`src/rtl/wc_pkg.sv`:
```
// Shared definitions for the wc_clock_gen waveform clock generator.
// Holds the channel state encoding, default sizes and the slice-packing macro.
`ifndef WC_PKG_SV
`define WC_PKG_SV

// Selects channel k's field out of a packed per-channel vector.
`define WC_SLICE(vec, k, w) vec[(k)*(w) +: (w)]

package wc_pkg;

   typedef enum logic {
      WC_IDLE = 1'b0,
      WC_RUN  = 1'b1
   } wc_state_e;

   localparam int unsigned WC_NUM_CH    = 2;
   localparam int unsigned WC_PSC_WIDTH = 16;

endpackage

`endif

```
`src/rtl/wc_channel.sv`:
```
// One waveform clock channel: IDLE/RUN FSM, period counter and shadowed prescaler.
// Start phase is honoured only when WC_PHASE_EN is defined; otherwise every start loads 0.
module wc_channel
   import wc_pkg::*;
#(
   parameter int unsigned PSC_WIDTH = WC_PSC_WIDTH
) (
   input  logic                 sys_clk_i,
   input  logic                 sys_rst_i,
   input  logic                 en_i,
   input  logic                 sync_i,
   input  logic [PSC_WIDTH-1:0] psc_i,
   input  logic [PSC_WIDTH-1:0] phase_i,
   output logic                 clk_p_o,
   output logic                 run_o
);

   wc_state_e            state_q, state_d;
   logic [PSC_WIDTH-1:0] cnt_q, cnt_d;
   logic [PSC_WIDTH-1:0] psc_q, psc_d;
   logic                 out_q, out_d;
   logic [PSC_WIDTH-1:0] last_act;
   logic [PSC_WIDTH-1:0] start_cnt;

   // Prescalers 0 and 1 both mean a period of one cycle.
   function automatic logic [PSC_WIDTH-1:0] last_of(input logic [PSC_WIDTH-1:0] psc);
      return (psc == '0) ? '0 : psc - PSC_WIDTH'(1);
   endfunction

   assign last_act = last_of(psc_q);

`ifdef WC_PHASE_EN
   logic [PSC_WIDTH-1:0] last_new;

   assign last_new  = last_of(psc_i);
   assign start_cnt = (phase_i > last_new) ? last_new : phase_i;
`else
   logic unused_phase;

   assign unused_phase = ^phase_i;
   assign start_cnt    = '0;
`endif

   always_ff @(posedge sys_clk_i or posedge sys_rst_i) begin
      if (sys_rst_i) begin
         state_q <= WC_IDLE;
         cnt_q   <= '0;
         psc_q   <= '0;
         out_q   <= 1'b0;
      end else begin
         state_q <= state_d;
         cnt_q   <= cnt_d;
         psc_q   <= psc_d;
         out_q   <= out_d;
      end
   end

   always_comb begin
      state_d = state_q;
      cnt_d   = cnt_q;
      psc_d   = psc_q;
      out_d   = 1'b0;
      unique case (state_q)
         WC_IDLE: begin
            if (en_i) begin
               state_d = WC_RUN;
               psc_d   = psc_i;
               cnt_d   = start_cnt;
            end
         end
         WC_RUN: begin
            // Disable wins over sync, and sync wins over a coincident terminal count.
            if (!en_i) begin
               state_d = WC_IDLE;
               cnt_d   = '0;
            end else if (sync_i) begin
               psc_d = psc_i;
               cnt_d = start_cnt;
            end else if (cnt_q == last_act) begin
               out_d = 1'b1;
               cnt_d = '0;
               psc_d = psc_i;
            end else begin
               cnt_d = cnt_q + PSC_WIDTH'(1);
            end
         end
         default: begin
            state_d = WC_IDLE;
         end
      endcase
   end

   assign clk_p_o = out_q;
   assign run_o   = (state_q == WC_RUN);

endmodule

```
`src/rtl/wc_clock_gen.sv`:
```
// Multi-channel waveform clock generator: NUM_CH independent wc_channel instances
// sharing one sync input. Optional start-phase support via WC_PHASE_EN.
module wc_clock_gen
   import wc_pkg::*;
#(
   parameter int unsigned NUM_CH    = WC_NUM_CH,
   parameter int unsigned PSC_WIDTH = WC_PSC_WIDTH
) (
   input  logic                        sys_clk_i,
   input  logic                        sys_rst_i,
   input  logic [NUM_CH-1:0]           wc_en_i,
   input  logic [NUM_CH*PSC_WIDTH-1:0] wc_psc_i,
   input  logic [NUM_CH*PSC_WIDTH-1:0] wc_phase_i,
   input  logic                        wc_sync_i,
   output logic [NUM_CH-1:0]           wc_clk_p_o,
   output logic [NUM_CH-1:0]           wc_run_o
);

   for (genvar k = 0; k < NUM_CH; k++) begin : g_ch
      wc_channel #(
         .PSC_WIDTH(PSC_WIDTH)
      ) u_ch (
         .sys_clk_i(sys_clk_i),
         .sys_rst_i(sys_rst_i),
         .en_i     (wc_en_i[k]),
         .sync_i   (wc_sync_i),
         .psc_i    (`WC_SLICE(wc_psc_i, k, PSC_WIDTH)),
         .phase_i  (`WC_SLICE(wc_phase_i, k, PSC_WIDTH)),
         .clk_p_o  (wc_clk_p_o[k]),
         .run_o    (wc_run_o[k])
      );
   end

endmodule

```
`config.mk`:
```
export PLATFORM = sky130hd
export DESIGN_NAME = wc_clock_gen
export DESIGN_NICKNAME = d
export VERILOG_FILES = /design/src/rtl/wc_pkg.sv /design/src/rtl/wc_channel.sv /design/src/rtl/wc_clock_gen.sv
export SDC_FILE = /design/constraint.sdc
export NUM_CORES = 1
export LEC_CHECK = 0
export CAP_MARGIN = 20
export CORE_ASPECT_RATIO = 0.8
export CORE_MARGIN = 2
export CORE_UTILIZATION = 50
export DETAILED_ROUTE_END_ITERATION = 6
export GPL_TIMING_DRIVEN = 0
export PLACE_DENSITY = 0.78
export RECOVER_POWER = 25
export SLEW_MARGIN = 15
export SYNTH_ARGS = -nofsm -noshare
export SYNTH_HDL_FRONTEND = slang
export SYNTH_SLANG_ARGS = --single-unit
```
`constraint.sdc`:
```
create_clock -name sys_clk_i -period 3.7 [get_ports sys_clk_i]
set_clock_uncertainty 0.15 [all_clocks]
set_input_delay 0.925 -clock sys_clk_i [delete_from_list [all_inputs] [get_ports sys_clk_i]]
set_output_delay 0.925 -clock sys_clk_i [all_outputs]
set_load 0.05 [all_outputs]
```
==> flow_metrics.py <==
metrics = {
    "run_status": {
        "outcome": "finished, violations left",
        "violations": "negative setup slack",
    },
    "grt": {
        "grt_max_degree": 53,
        "gr-usage-all-layers_pct": 24.43,
        "grt_overflow_total": 0,
        "antenna_found_initial": 0,
        "grt_pass1_vias": 4156,
        "grt_pass1_wl_um": 20510,
    },
    "floorplanning": {
        "ioPinCount": 73,
        "start_util_pct": 52.31,
        "rows": 31,
        "dieWidth_um": 113.6,
        "die_area_um2": 10420,
        "dieHeight_um": 91.71,
        "core_um2": 9193,
    },
    "logic_synthesis": {
        "yosysSeqAreaShare_pct": 35.39,
        "synth.top_cell.area_share_pct": 35.39,
        "synthFlopType": "dfrtp_1",
        "ys_warn_count": 0,
        "synth_area_leaders": "dfrtp_1 (35%), mux2_2 (6.1%), nand2_1 (3.4%)",
        "avgSynthCellArea_um2": 9.159,
        "async_flop_share_pct": 100.0,
        "ys_seq_elements": 68,
        "synth.largest_area_cell": "dfrtp_1",
        "synth_cell_types": 74,
        "netlist_area_um2": 4808,
        "synth_nets": 598,
        "synth_enable_flop_cells": 0,
        "syn_inst": 525,
    },
    "flow_run": {
        "drv_cap": 0,
    },
    "route": {
        "vias": 4627,
        "firstDrtPassIters": 5,
        "wl_per_cell_um": 18.16,
        "totalWireLength_um": 13170,
        "drt_iter0_markers": 328,
        "vias_per_cell": 6.382,
        "drtAntennaViolNets": 0,
        "drc": 0,
    },
    "cells_and_area": {
        "fin_nets": 678,
        "diodes": 0,
        "finalInstanceArea_um2": 6151,
        "drive_gt1_share_pct": 22.30,
        "layout_common_cells": "dfrtp_1 (64), nand2_1 (42), clkdlybuf4s50_1 (37)",
        "final_common_cell": "dfrtp_1",
        "instances_no_fill": 725,
        "areaGrowthSynthToFinish_pct": 27.92,
    },
    "setup_path": {
        "worstPathMaxFanout": 10,
        "critPathKind": "register to register",
        "slowest_stage": "or4_4",
        "worstPathRequired_ns": 3.77,
        "start_kind": "register",
        "arrival_ns": 3.81,
        "path_cells": "clkbuf_1, or4_4, or3_1, a21oi_1, a32oi_1, o32a_1, nor4_1, nand3_2, a21boi_4, buf_6, mux2_2",
        "max_stage_delay_ns": 0.54,
        "cp-end-kind": "register",
    },
    "cts": {
        "cts_tree": "done",
        "cts_buffers": 9,
        "clock_path_buffers": 2,
        "cts.sinks": 68,
        "cts_hold_buf": 0,
        "clock_latency_ns": 0.34,
        "htree_levels": 3,
        "cts_root_buffer": "clkbuf_16",
        "cts.clk_slew.worst_paths_ns": 0.06,
    },
    "timing": {
        "final_hold_viol_count": 0,
        "fin_crit_ns": 3.736,
        "tightest_slew_ns": 1.286,
        "finalMaxSlewViolations": 0,
        "slew-limit-headroom_pct": 14.27,
        "setup_viol": 16,
        "period_share_pct": 101.0,
        "grt_setup_unrepaired": "yes",
        "worst_slack_ns": -0.03584,
        "max_freq_mhz": 267.7,
    },
    "placed_design": {
        "place_hpwl_um": 8405,
        "dpl-instance-area_um2": 5388,
        "portBuffers": 40,
        "gp_congestion": 0.9193,
        "placed_cells": 681,
    },
    "pwr": {
        "leakage_nw": 2.539,
        "ir_worst_vdd_mv": 0.3273,
        "power.density_nw_per_um2": 367.2,
    },
    "worst_hold_path": {
        "worstHoldPathType": "register to register",
    },
}
## what timing repair did
action | in CTS | in global routing
resized for setup | 33 | 26
buffers inserted | 16 | 10
pin swaps | 8 | 10
cloned | 1 | 3
setup endpoints to repair | 62 | 58
## layer usage
layer  global-route usage (%)  up-vias  routed length [µm]
met2                    36.98      237                5830
li1                         -     2123                   -
met5                        0        -                   0
met1                    35.84     2228                6012
met3                    4.362       39                1073
met4                    7.114        0                 252
## state kept, by name, summed over array words and instances (netlist names)
name	cells
g_ch.u_ch.clk_p_o	2
g_ch.u_ch.cnt_q	32
g_ch.u_ch.psc_q	32
g_ch.u_ch.run_o	2
## power by group
| part | switching, mW | internal [mW] |
|---|---|---|
| registers | 0.0827 | 0.794 |
| logic | 0.264 | 0.256 |
| clock network | 0.344 | 0.518 |
## metrics by stage
| step | total power, mW | worst slack, ns | utilization (%) | TNS [ns] | hold slack, ns |
|---|---|---|---|---|---|
| 3_3_place_gp | 1.270 | -0.4956 | 58.28 | -36.97 | 0.3960 |
| 2_1_floorplan | 1.170 | 0.005436 | - | 0 | 0.3730 |
| 6_report | 2.258 | -0.03584 | 66.91 | -0.4339 | 0.4499 |
| 4_1_cts | 2.219 | 0.02940 | 64.73 | 0 | 0.4429 |
| 3_5_place_dp | 1.295 | -0.5707 | 58.61 | -24.68 | 0.4132 |
| 5_1_grt | 2.343 | -0.08288 | 66.91 | -1.088 | 0.4618 |
## synthesized netlist by cell type (14+ instances only)
| cell | count |
|---|---|
| nor2_1 | 37 |
| nor3_1 | 27 |
| xnor2_1 | 18 |
| xor2_1 | 16 |
| nand3_1 | 20 |
| clkbuf_1 | 19 |
| mux2_2 | 26 |
| inv_1 | 14 |
| o21ai_0 | 14 |
| a21oi_1 | 16 |
| a21o_1 | 15 |
| dfrtp_1 | 68 |
| nand2_1 | 43 |
## critical path: cells and delay by family (launching register included)
kind | cells | cell delay [ns]
flip-flops | 1 | 0.35
multiplexers | 1 | 0.35
AO/OA/AOI/OAI | 4 | 0.84
buffers and inverters | 2 | 0.41
AND/OR/NAND/NOR | 4 | 1.51
## worst paths after layout
check	from	endpoint	slack (ns)	cells past startpoint
setup / recovery	g_ch[0].u_ch.psc_q[2]	g_ch[0].u_ch.psc_q[7]	-0.04	11
hold / removal	g_ch[1].u_ch.cnt_q[15]	g_ch[1].u_ch.cnt_q[15]	0.45	1
setup reg to reg	g_ch[0].u_ch.psc_q[2]	g_ch[0].u_ch.psc_q[7]	-0.04	11
hold reg to reg	g_ch[1].u_ch.cnt_q[15]	g_ch[1].u_ch.cnt_q[15]	0.45	1
max in group asynchronous	sys_rst_i	g_ch[0].u_ch.psc_q[7]	0.65	3
min in group asynchronous	sys_rst_i	g_ch[1].u_ch.psc_q[9]	1.01	2
## kinds of logic (layout without fill, tap and decap cells)
kind of cell	after synthesis	in the layout	synth area share (%)
compound gates	108	108	16.81
xor+xnor	36	36	7.130
fa+ha+maj	4	4	1.041
buf+inv	48	133	4.892
flops	68	68	35.39
mux	38	38	8.743
simple gates	223	223	26.00
## final cells by class
cell class / instances / area (µm²)
inverters: 14 / 53.80
multi-input cells: 409 / 3094
well taps: 115 / 143.9
fillers: 680 / 3042
clock inverters: 7 / 67.56
flip-flops and latches: 68 / 1707
clock buffers: 9 / 225.2
plain buffers: 32 / 202.7
repair buffers: 71 / 656.9
Note: power is estimated with default switching activity, not from simulation.
